--- config.mk ---
export PLATFORM = sky130hd
export DESIGN_NAME = tdm_demux16
export DESIGN_NICKNAME = d
export VERILOG_FILES = /design/src/rtl/tdm_demux16.sv
export SDC_FILE = /design/constraint.sdc
export NUM_CORES = 1
export LEC_CHECK = 0
export CORE_MARGIN = 2
export CORE_UTILIZATION = 45
export DETAILED_ROUTE_END_ITERATION = 16
export GPL_TIMING_DRIVEN = 1
export PLACE_DENSITY = 0.73
export SLEW_MARGIN = 20
export SYNTH_ARGS = -nofsm -noshare
export SYNTH_HDL_FRONTEND = slang
export SYNTH_SLANG_ARGS = --single-unit
--- constraint.sdc ---
create_clock -name clk -period 2.3 [get_ports clk]
set_input_delay 0.575 -clock clk [delete_from_list [all_inputs] [get_ports clk]]
set_output_delay 0.575 -clock clk [all_outputs]
set_load 0.01 [all_outputs]
--- src/rtl/tdm_demux16.sv ---
// Serial-to-parallel TDM demultiplexer: rebuilds an N-bit frame from a slot-ordered
// serial stream, aligned by a frame-sync strobe, with frame-valid and misalignment pulses.
module tdm_demux16 #(
  parameter int unsigned N  = 16,
  parameter int unsigned SW = 4
) (
  input  logic          clk,
  input  logic          rst_n,
  input  logic          din,
  input  logic          din_valid,
  input  logic          sync,
  output logic [N-1:0]  frame,
  output logic          frame_valid,
  output logic [SW-1:0] slot,
  output logic          frame_err,
  output logic          locked
);

  typedef enum logic {
    IDLE    = 1'b0,
    COLLECT = 1'b1
  } state_e;

  localparam logic [SW-1:0] LastSlot = SW'(N - 1);

  state_e        state_q, state_d;
  logic [N-1:0]  data_q, data_d;
  logic [N-1:0]  frame_q, frame_d;
  logic [SW-1:0] slot_q, slot_d;
  logic          frame_valid_q, frame_valid_d;
  logic          frame_err_q, frame_err_d;
  logic          locked_q, locked_d;

  // State and output registers
  always_ff @(posedge clk or negedge rst_n) begin
    if (!rst_n) begin
      state_q       <= IDLE;
      data_q        <= '0;
      frame_q       <= '0;
      slot_q        <= '0;
      frame_valid_q <= 1'b0;
      frame_err_q   <= 1'b0;
      locked_q      <= 1'b0;
    end else begin
      state_q       <= state_d;
      data_q        <= data_d;
      frame_q       <= frame_d;
      slot_q        <= slot_d;
      frame_valid_q <= frame_valid_d;
      frame_err_q   <= frame_err_d;
      locked_q      <= locked_d;
    end
  end

  // Next-state: slot bookkeeping, frame completion and resync handling
  always_comb begin
    state_d       = state_q;
    data_d        = data_q;
    frame_d       = frame_q;
    slot_d        = slot_q;
    frame_valid_d = 1'b0;
    frame_err_d   = 1'b0;

    if (din_valid) begin
      if (state_q == IDLE) begin
        if (sync) begin
          data_d[0] = din;
          slot_d    = SW'(1);
          state_d   = COLLECT;
        end
      end else if (sync && (slot_q != '0)) begin
        // Misaligned sync: drop the partial frame and restart at slot 1
        frame_err_d = 1'b1;
        data_d[0]   = din;
        slot_d      = SW'(1);
      end else begin
        data_d[slot_q] = din;
        slot_d         = slot_q + SW'(1);
        if (slot_q == LastSlot) begin
          frame_d       = {din, data_q[N-2:0]};
          frame_valid_d = 1'b1;
        end
      end
    end

    locked_d = (state_d == COLLECT);
  end

  assign frame       = frame_q;
  assign frame_valid = frame_valid_q;
  assign slot        = slot_q;
  assign frame_err   = frame_err_q;
  assign locked      = locked_q;

endmodule
==> results of run 1 <==
==> through the flow <==
stage / hold WS [ns] / instance area, µm² / utilization (%) / worst slack, ns / power (µW)
2_1_floorplan: 0.2794 / 1758 / - / 0.5598 / 1237
3_3_place_gp: 0.4893 / 2063 / 55.52 / 0.1548 / 1404
3_5_place_dp: 0.4924 / 2063 / 55.52 / 0.1284 / 1430
4_1_cts: 0.5118 / 2176 / 58.55 / 0.2724 / 1998
5_1_grt: 0.5244 / 2176 / 58.55 / 0.2098 / 2102
6_report: 0.5073 / 2176 / 58.55 / 0.2814 / 1978
==> Yosys cell counts (2+ instances only) <==
library cell               count
sky130_fd_sc_hd__dfrtp_1      38
sky130_fd_sc_hd__mux2_2       22
sky130_fd_sc_hd__nor2_1       13
sky130_fd_sc_hd__mux2_4        9
sky130_fd_sc_hd__ha_1          4
sky130_fd_sc_hd__nor3_1        4
sky130_fd_sc_hd__a21oi_1       3
sky130_fd_sc_hd__nand2b_1      3
sky130_fd_sc_hd__nand4b_1      3
sky130_fd_sc_hd__and3_1        2
sky130_fd_sc_hd__and4b_1       2
sky130_fd_sc_hd__buf_4         2
sky130_fd_sc_hd__buf_6         2
sky130_fd_sc_hd__inv_1         2
sky130_fd_sc_hd__nand2_1       2
sky130_fd_sc_hd__nand3_1       2
sky130_fd_sc_hd__o21ai_0       2
==> flip-flops by register name, summed over array words and instances, names as in the netlist <==
register / flops
data_q: 15
frame: 16
frame_err: 1
frame_valid: 1
locked: 1
slot: 4
==> worst max path at each step <==
stage	startpoint	to	cells after the start
floorplan	slot[0]	frame[10]	5
global placement	din_valid	data_q[8]	5
detailed placement	din_valid	data_q[12]	5
CTS	locked	locked	1
global route	slot[2]	slot[2]	1
finish	locked	locked	1
==> cell families after synthesis <==
kind of cell,share of synthesized area (%)
mux,21.78
simple gates,13.67
flops,54.09
buf+inv,4.412
compound gates,3.203
fa+ha+maj,2.847
==> routing by layer <==
metal / routed length [µm] / GRT usage [%] / part of all wire, %
met3: 137 / 4.899 / 4.4
met2: 1475 / 25.50 / 48
met1: 1426 / 21.95 / 46
met4: 42 / 4.592 / 1.4
met5: 0 / 0 / 0
==> area by class of cell <==
cell class	instances	area, µm²	share of cell area [%]
inverter	2	7.507	0.3450
timing repair buffer	33	315.3	14.49
sequential	38	950.9	43.70
clock inverter	1	30.03	1.380
clock buffer	6	82.58	3.795
tap	48	60.06	2.760
multi-input combinational	82	729.5	33.52
==> cells in the final DEF, fill, tap and decap left out, drive strengths merged <==
cell type      count
and4bb             1
and4b              2
a32o               1
nand2b             3
clkbuf             6
a21oi              3
nand4b             3
nand2              3
nor2              13
inv                2
and3               2
nand3              2
dfrtp             38
clkdlybuf4s50     27
nand4              1
and4               1
nor3               5
o221a              1
nor2b              1
mux2              31
ha                 4
bufinv             1
a21bo              1
nor4               1
and2               1
o21ai              2
buf                6
==> power groups by stage <==
stage | clock network, µW | registers (µW) | logic (µW)
2_1_floorplan | 0 | 912 | 325
3_3_place_gp | 0 | 935 | 469
3_5_place_dp | 0 | 942 | 488
4_1_cts | 575 | 931 | 492
5_1_grt | 610 | 957 | 535
6_report | 561 | 930 | 486
==> impl_results.rst, run 1 <==
.. list-table::
   :header-rows: 1

   * - Metric
     - Value
   * - Total core area
     - around 3700 µm²
   * - Crit path buf inv count
     - 1
   * - Vias in the first global route
     - between 1000 and 1500
   * - Cell depth of the worst flop-to-flop path
     - 5
   * - Main area contributors after synthesis
     - sky130_fd_sc_hd__dfrtp_1, sky130_fd_sc_hd__mux2_2, sky130_fd_sc_hd__mux2_4
   * - Number of nets in the finished design
     - approximately 170
   * - Leakage power figure
     - 0.0009869 µW
   * - Critical hold path startpoint
     - data_q[4]
   * - Area of the mapped netlist
     - ~1800 µm²
   * - Die extent in x
     - roughly 67 µm
   * - Hold Path Class
     - flip-flop to flip-flop
   * - DRC violation count after routing
     - 0
   * - Share of power burned in the clock network
     - roughly 28%
   * - Count of flip-flops with a built-in enable after synthesis
     - 0
   * - Actual slew at the worst max-slew pin
     - roughly 0.49 ns
   * - Part of the power in registers
     - about 47%
   * - Run status
     - completed
   * - Per-cell routed wire length
     - roughly 15 µm
   * - Worst-path cell with the longest stage delay
     - sky130_fd_sc_hd__clkdlybuf4s50_1
   * - Post_cts resized
     - 0
   * - Number of diodes added for antenna fixing
     - 0
   * - Initial core utilization
     - a little under half
   * - Part of the total power dissipated in combinational logic
     - between 20% and 30%
   * - Fraction of synthesis flops using an asynchronous set or reset pin
     - 100.0%
   * - PortBufs
     - 27
   * - Setup TNS Final
     - 0 ns
   * - Cell at the root of the clock tree
     - sky130_fd_sc_hd__clkbuf_8
   * - Worst Clk Skew
     - slightly above 0.005 ns
   * - Data arrival time of the critical path
     - 1.44 ns
   * - GPL Wtd Cong
     - 0.7983
   * - Syn_nets
     - ~140
   * - Post-synth top flop
     - sky130_fd_sc_hd__dfrtp_1
   * - Max-capacitance violation count
     - 0
   * - Number of hold violations in the final report
     - 0
   * - Share of the synthesized area in the top cell type
     - between 50% and 60%
   * - Detail Placement HPWL
     - approximately 2200 µm
   * - Reg-to-reg setup timing slack
     - around 0.49 ns
   * - Ports
     - 28
   * - Total global routing overflow
     - 0
   * - #FFs+latches synth
     - 38
   * - Cells along the critical path
     - clkdlybuf4s50_1
   * - Power Dens Cells
     - roughly 900 nW/µm²
   * - Worst-path clk slew
     - about 0.07 ns
   * - Average instance area after synthesis
     - 13.52 µm²
   * - Number of core rows
     - 22
   * - Die H
     - between 60 and 70 µm
   * - Clock sink count
     - 38
   * - Total die area
     - around 4400 µm²
   * - Worst-skew pair later-pin latency
     - 0.28 ns
   * - DRC violation total after the first TritonRoute iteration
     - 60
   * - Post-synthesis cell type with the largest combined area
     - sky130_fd_sc_hd__dfrtp_1
   * - Number of buffers between clock root and the deepest sink
     - 2
   * - Total of endpoints with negative setup slack in the final report
     - 0
   * - Top Family by Delay on Critical Path
     - buffers and inverters
   * - Total wire length after detailed routing
     - ~3100 µm
   * - Routed vias/inst
     - around 5.3
   * - Peak supply drop
     - 0.4554 mV
   * - Required time of the critical path
     - ~1.7 ns
   * - Net switching share of the total power
     - around 28%
   * - Detailed-router iteration count before antenna repair
     - 4
   * - Total clock buffers created by CTS
     - 5
   * - First-pass GRT wire length
     - about 5400 µm
   * - Relative slew margins
     - about 67%
   * - Number of buffers inserted to repair setup after CTS
     - 0
   * - Overall routing resource usage
     - between 10% and 20%
   * - Final critical-path required period
     - about 2.0 ns
   * - Count of cell types in the netlist
     - 32
   * - Layout Cells excl Fill
     - 210
   * - Worst Setup End Kind
     - output pin
   * - Filler instances
     - between 300 and 400
   * - TritonCTS clock tree
     - built
   * - Kind of start point of the critical path
     - flip-flop
   * - Highest net fanout along the worst path
     - 12
   * - Yosys warning total
     - 0
   * - Part of the Yosys area used for sequential elements
     - a little over half
   * - Category of the critical setup timing path
     - flip-flop to output pin
   * - Max frequency
     - 495.4 MHz
   * - Residual antenna-violating net count after detailed routing
     - 0
   * - Final period util
     - 87.76%
   * - Antenna violations before repair
     - 0
   * - Worst stage delay on the critical path
     - between 0.6 and 0.7 ns
   * - WHS Endpoint
     - frame[4]
   * - Endpoint of the lowest-slack register-to-register path
     - data_q[0]
   * - RSZ-0062 raised after global routing
     - false
   * - Largest net degree at the start of global routing
     - 39
   * - Reg-to-Reg Start
     - slot[0]
   * - Share of post-route cells with drive strength above 1
     - 31.48%
   * - Number of stages on the worst hold path
     - 1
   * - Cts-stage hold buffer count
     - 0
   * - Number of levels in the clock H-tree
     - 2
   * - Cell internal pwr
     - ~1400 µW
   * - Max Slew Vio Count
     - 0
   * - Number of instances in the placed design
     - ~200
   * - Detailed-route via count
     - ~1100
   * - Area Growth Syn to Fin
     - 23.77%
   * - Switching power of the nets
     - about 550 µW
   * - Synthesized instance count
     - 130
Power figures use the tool's default switching activity.
==> run 2, diff against run 1 <==
--- a/config.mk
+++ b/config.mk
@@ -7,6 +7,7 @@
 export LEC_CHECK = 0
 export CORE_MARGIN = 2
 export CORE_UTILIZATION = 45
+export CTS_BUF_LIST = sky130_fd_sc_hd__clkbuf_16
 export DETAILED_ROUTE_END_ITERATION = 16
 export GPL_TIMING_DRIVEN = 1
 export PLACE_DENSITY = 0.73
==> run 2 against run 1 <==
Against the previous run:
- critical path depth is the same
- first-iteration DRC count shrank 25%
- clock skew shrank 0.0015 ns
- die area is the same
- critical path type unchanged
- largest power group unchanged
- highest routed layer unchanged
==> impl_results.rst, run 2 (synthesis results as in run 1) <==
.. list-table::
   :header-rows: 1

   * - Metric
     - Value
   * - Run status
     - completed
   * - Cells along the critical path
     - clkdlybuf4s50_1
   * - Required time of the critical path
     - roughly 1.7 ns
   * - Die extent in x
     - between 60 and 70 µm
   * - Per-cell routed wire length
     - around 15 µm
   * - DRC violation count after routing
     - 0
   * - Number of nets in the finished design
     - approximately 170
   * - Cell depth of the worst flop-to-flop path
     - 5
   * - Die H
     - around 67 µm
   * - Final period util
     - 87.44%
   * - Power Dens Cells
     - 971.5 nW/µm²
   * - Detailed-route via count
     - between 1000 and 1500
   * - Detailed-router iteration count before antenna repair
     - 4
   * - Most common library cell in the layout ignoring fill and taps
     - sky130_fd_sc_hd__dfrtp_1
   * - Vias in the first global route
     - 1130
   * - Largest net degree at the start of global routing
     - 39
   * - Max Slew Vio Count
     - 0
   * - Worst-path cell with the longest stage delay
     - sky130_fd_sc_hd__clkdlybuf4s50_1
   * - Reg-to-Reg Start
     - slot[0]
   * - PortBufs
     - 27
   * - WHS Endpoint
     - data_q[13]
   * - Area Growth Syn to Fin
     - 26.41%
   * - Kind of start point of the critical path
     - flip-flop
   * - Share of post-route cells with drive strength above 1
     - a little under a third
   * - Setup TNS Final
     - 0 ns
   * - Worst-path clk slew
     - 0.05 ns
   * - Crit path buf inv count
     - 1
   * - Total clock buffers created by CTS
     - 5
   * - Top Family by Delay on Critical Path
     - buffers and inverters
   * - Cell at the root of the clock tree
     - sky130_fd_sc_hd__clkbuf_16
   * - Data arrival time of the critical path
     - around 1.4 ns
   * - Clock sink count
     - 38
   * - Residual antenna-violating net count after detailed routing
     - 0
   * - Met1 wire length
     - roughly 1400 µm
   * - Post_cts resized
     - 0
   * - Antenna violations before repair
     - 0
   * - Number of levels in the clock H-tree
     - 2
   * - TritonCTS clock tree
     - built
   * - Hold Path Class
     - flip-flop to flip-flop
   * - Routed vias/inst
     - ~5.3
   * - Max FFs per register
     - 16
   * - Critical hold path startpoint
     - data_q[13]
   * - Number of buffers between clock root and the deepest sink
     - 2
   * - Detail Placement HPWL
     - 2169 µm
   * - Met2 routed wirelength
     - between 1500 and 2000 µm
   * - Max-capacitance violation count
     - 0
   * - Worst Clk Skew
     - roughly 0.0037 ns
   * - Peak supply drop
     - around 0.53 mV
   * - Worst-skew pair later-pin latency
     - ~0.27 ns
   * - Reg-to-reg setup timing slack
     - roughly 0.50 ns
   * - Overall routing resource usage
     - between 15 and 20%
   * - Leakage power figure
     - 0.001007 µW
   * - Worst Setup End Kind
     - output pin
   * - Final critical-path required period
     - 2.011 ns
   * - Worst stage delay on the critical path
     - roughly 0.61 ns
   * - GPL Wtd Cong
     - 0.7983
   * - Total global routing overflow
     - 0
   * - Post-layout power
     - 2159 µW
   * - Top library cells by usage in the layout, fill and taps aside
     - sky130_fd_sc_hd__dfrtp_1, sky130_fd_sc_hd__clkdlybuf4s50_1, sky130_fd_sc_hd__mux2_2
   * - Wire length on met3
     - between 100 and 150 µm
   * - Total core area
     - 3716 µm²
   * - Ports
     - 28
   * - Number of stages on the worst hold path
     - 1
   * - Highest net fanout along the worst path
     - 12
   * - Total of endpoints with negative setup slack in the final report
     - 0
   * - Actual slew at the worst max-slew pin
     - roughly 0.46 ns
   * - Final core area utilization
     - approximately 60%
   * - Number of diodes added for antenna fixing
     - 0
   * - Number of hold violations in the final report
     - 0
   * - Number of core rows
     - 22
   * - First-pass GRT wire length
     - between 5000 and 6000 µm
   * - Cts-stage hold buffer count
     - 0
   * - Initial core utilization
     - between 40% and 50%
   * - DRC violation total after the first TritonRoute iteration
     - between 40 and 50
   * - Relative slew margins
     - between 60% and 70%
   * - Number of buffers inserted to repair setup after CTS
     - 0
   * - Max frequency
     - between 400 and 500 MHz
   * - Top routing layer in use
     - met4
   * - Category of the critical setup timing path
     - flip-flop to output pin
   * - Endpoint of the lowest-slack register-to-register path
     - data_q[0]
   * - Total die area
     - 4422 µm²
   * - RSZ-0062 raised after global routing
     - false
   * - Total wire length after detailed routing
     - between 3000 and 4000 µm
==> run 2: final cells by class <==
class	count	area (µm²)
clock inverters	2	33.78
multi-input cells	82	729.5
repair buffers	33	315.3
well taps	48	60.06
flip-flops and latches	38	950.9
clock buffers	5	125.1
inverters	2	7.507
fillers	309	1494
==> run 2: through the flow <==
stage	area (µm²)	hold WS [ns]	setup WS, ns	cells
3_5_place_dp	2063	0.4924	0.1284	203
6_report	2222	0.5055	0.2889	210
2_1_floorplan	1758	0.2794	0.5598	130
5_1_grt	2222	0.5191	0.2320	210
4_1_cts	2222	0.5078	0.2838	210
3_3_place_gp	2063	0.4893	0.1548	203
==> run 2: worst max-delay path by stage <==
stage / start / endpoint / slack [ns] / depth (start not counted)
2_1_floorplan: slot[0] / frame[10] / 0.56 / 5
3_3_place_gp: din_valid / data_q[8] / 0.15 / 5
3_5_place_dp: din_valid / data_q[12] / 0.13 / 5
4_1_cts: locked / locked / 0.28 / 1
5_1_grt: slot[2] / slot[2] / 0.23 / 1
6_report: locked / locked / 0.29 / 1
==> run 2: metal layers <==
layer | vias up | track usage, %
li1 | 523 | -
met1 | 550 | 22.04
met4 | 0 | 3.061
met2 | 28 | 25.50
met5 | - | 0
met3 | 2 | 5.912
==> run 2: report_power, final <==
part / switching (µW) / internal (µW) / leakage (µW) / total, µW
Combinational: 215 / 275 / 0.000423 / 490
Sequential: 123 / 808 / 0.000506 / 932
Clock: 237 / 501 / 0.0000773 / 738
==> run 3, diff against run 2 <==
--- a/config.mk
+++ b/config.mk
@@ -9,6 +9,7 @@
 export CORE_UTILIZATION = 45
 export CTS_BUF_LIST = sky130_fd_sc_hd__clkbuf_16
 export DETAILED_ROUTE_END_ITERATION = 16
+export GPL_ROUTABILITY_DRIVEN = 0
 export GPL_TIMING_DRIVEN = 1
 export PLACE_DENSITY = 0.73
 export SLEW_MARGIN = 20
==> results of run 3 <==
Final layout, timing and power as in run 2 (identical DEF).
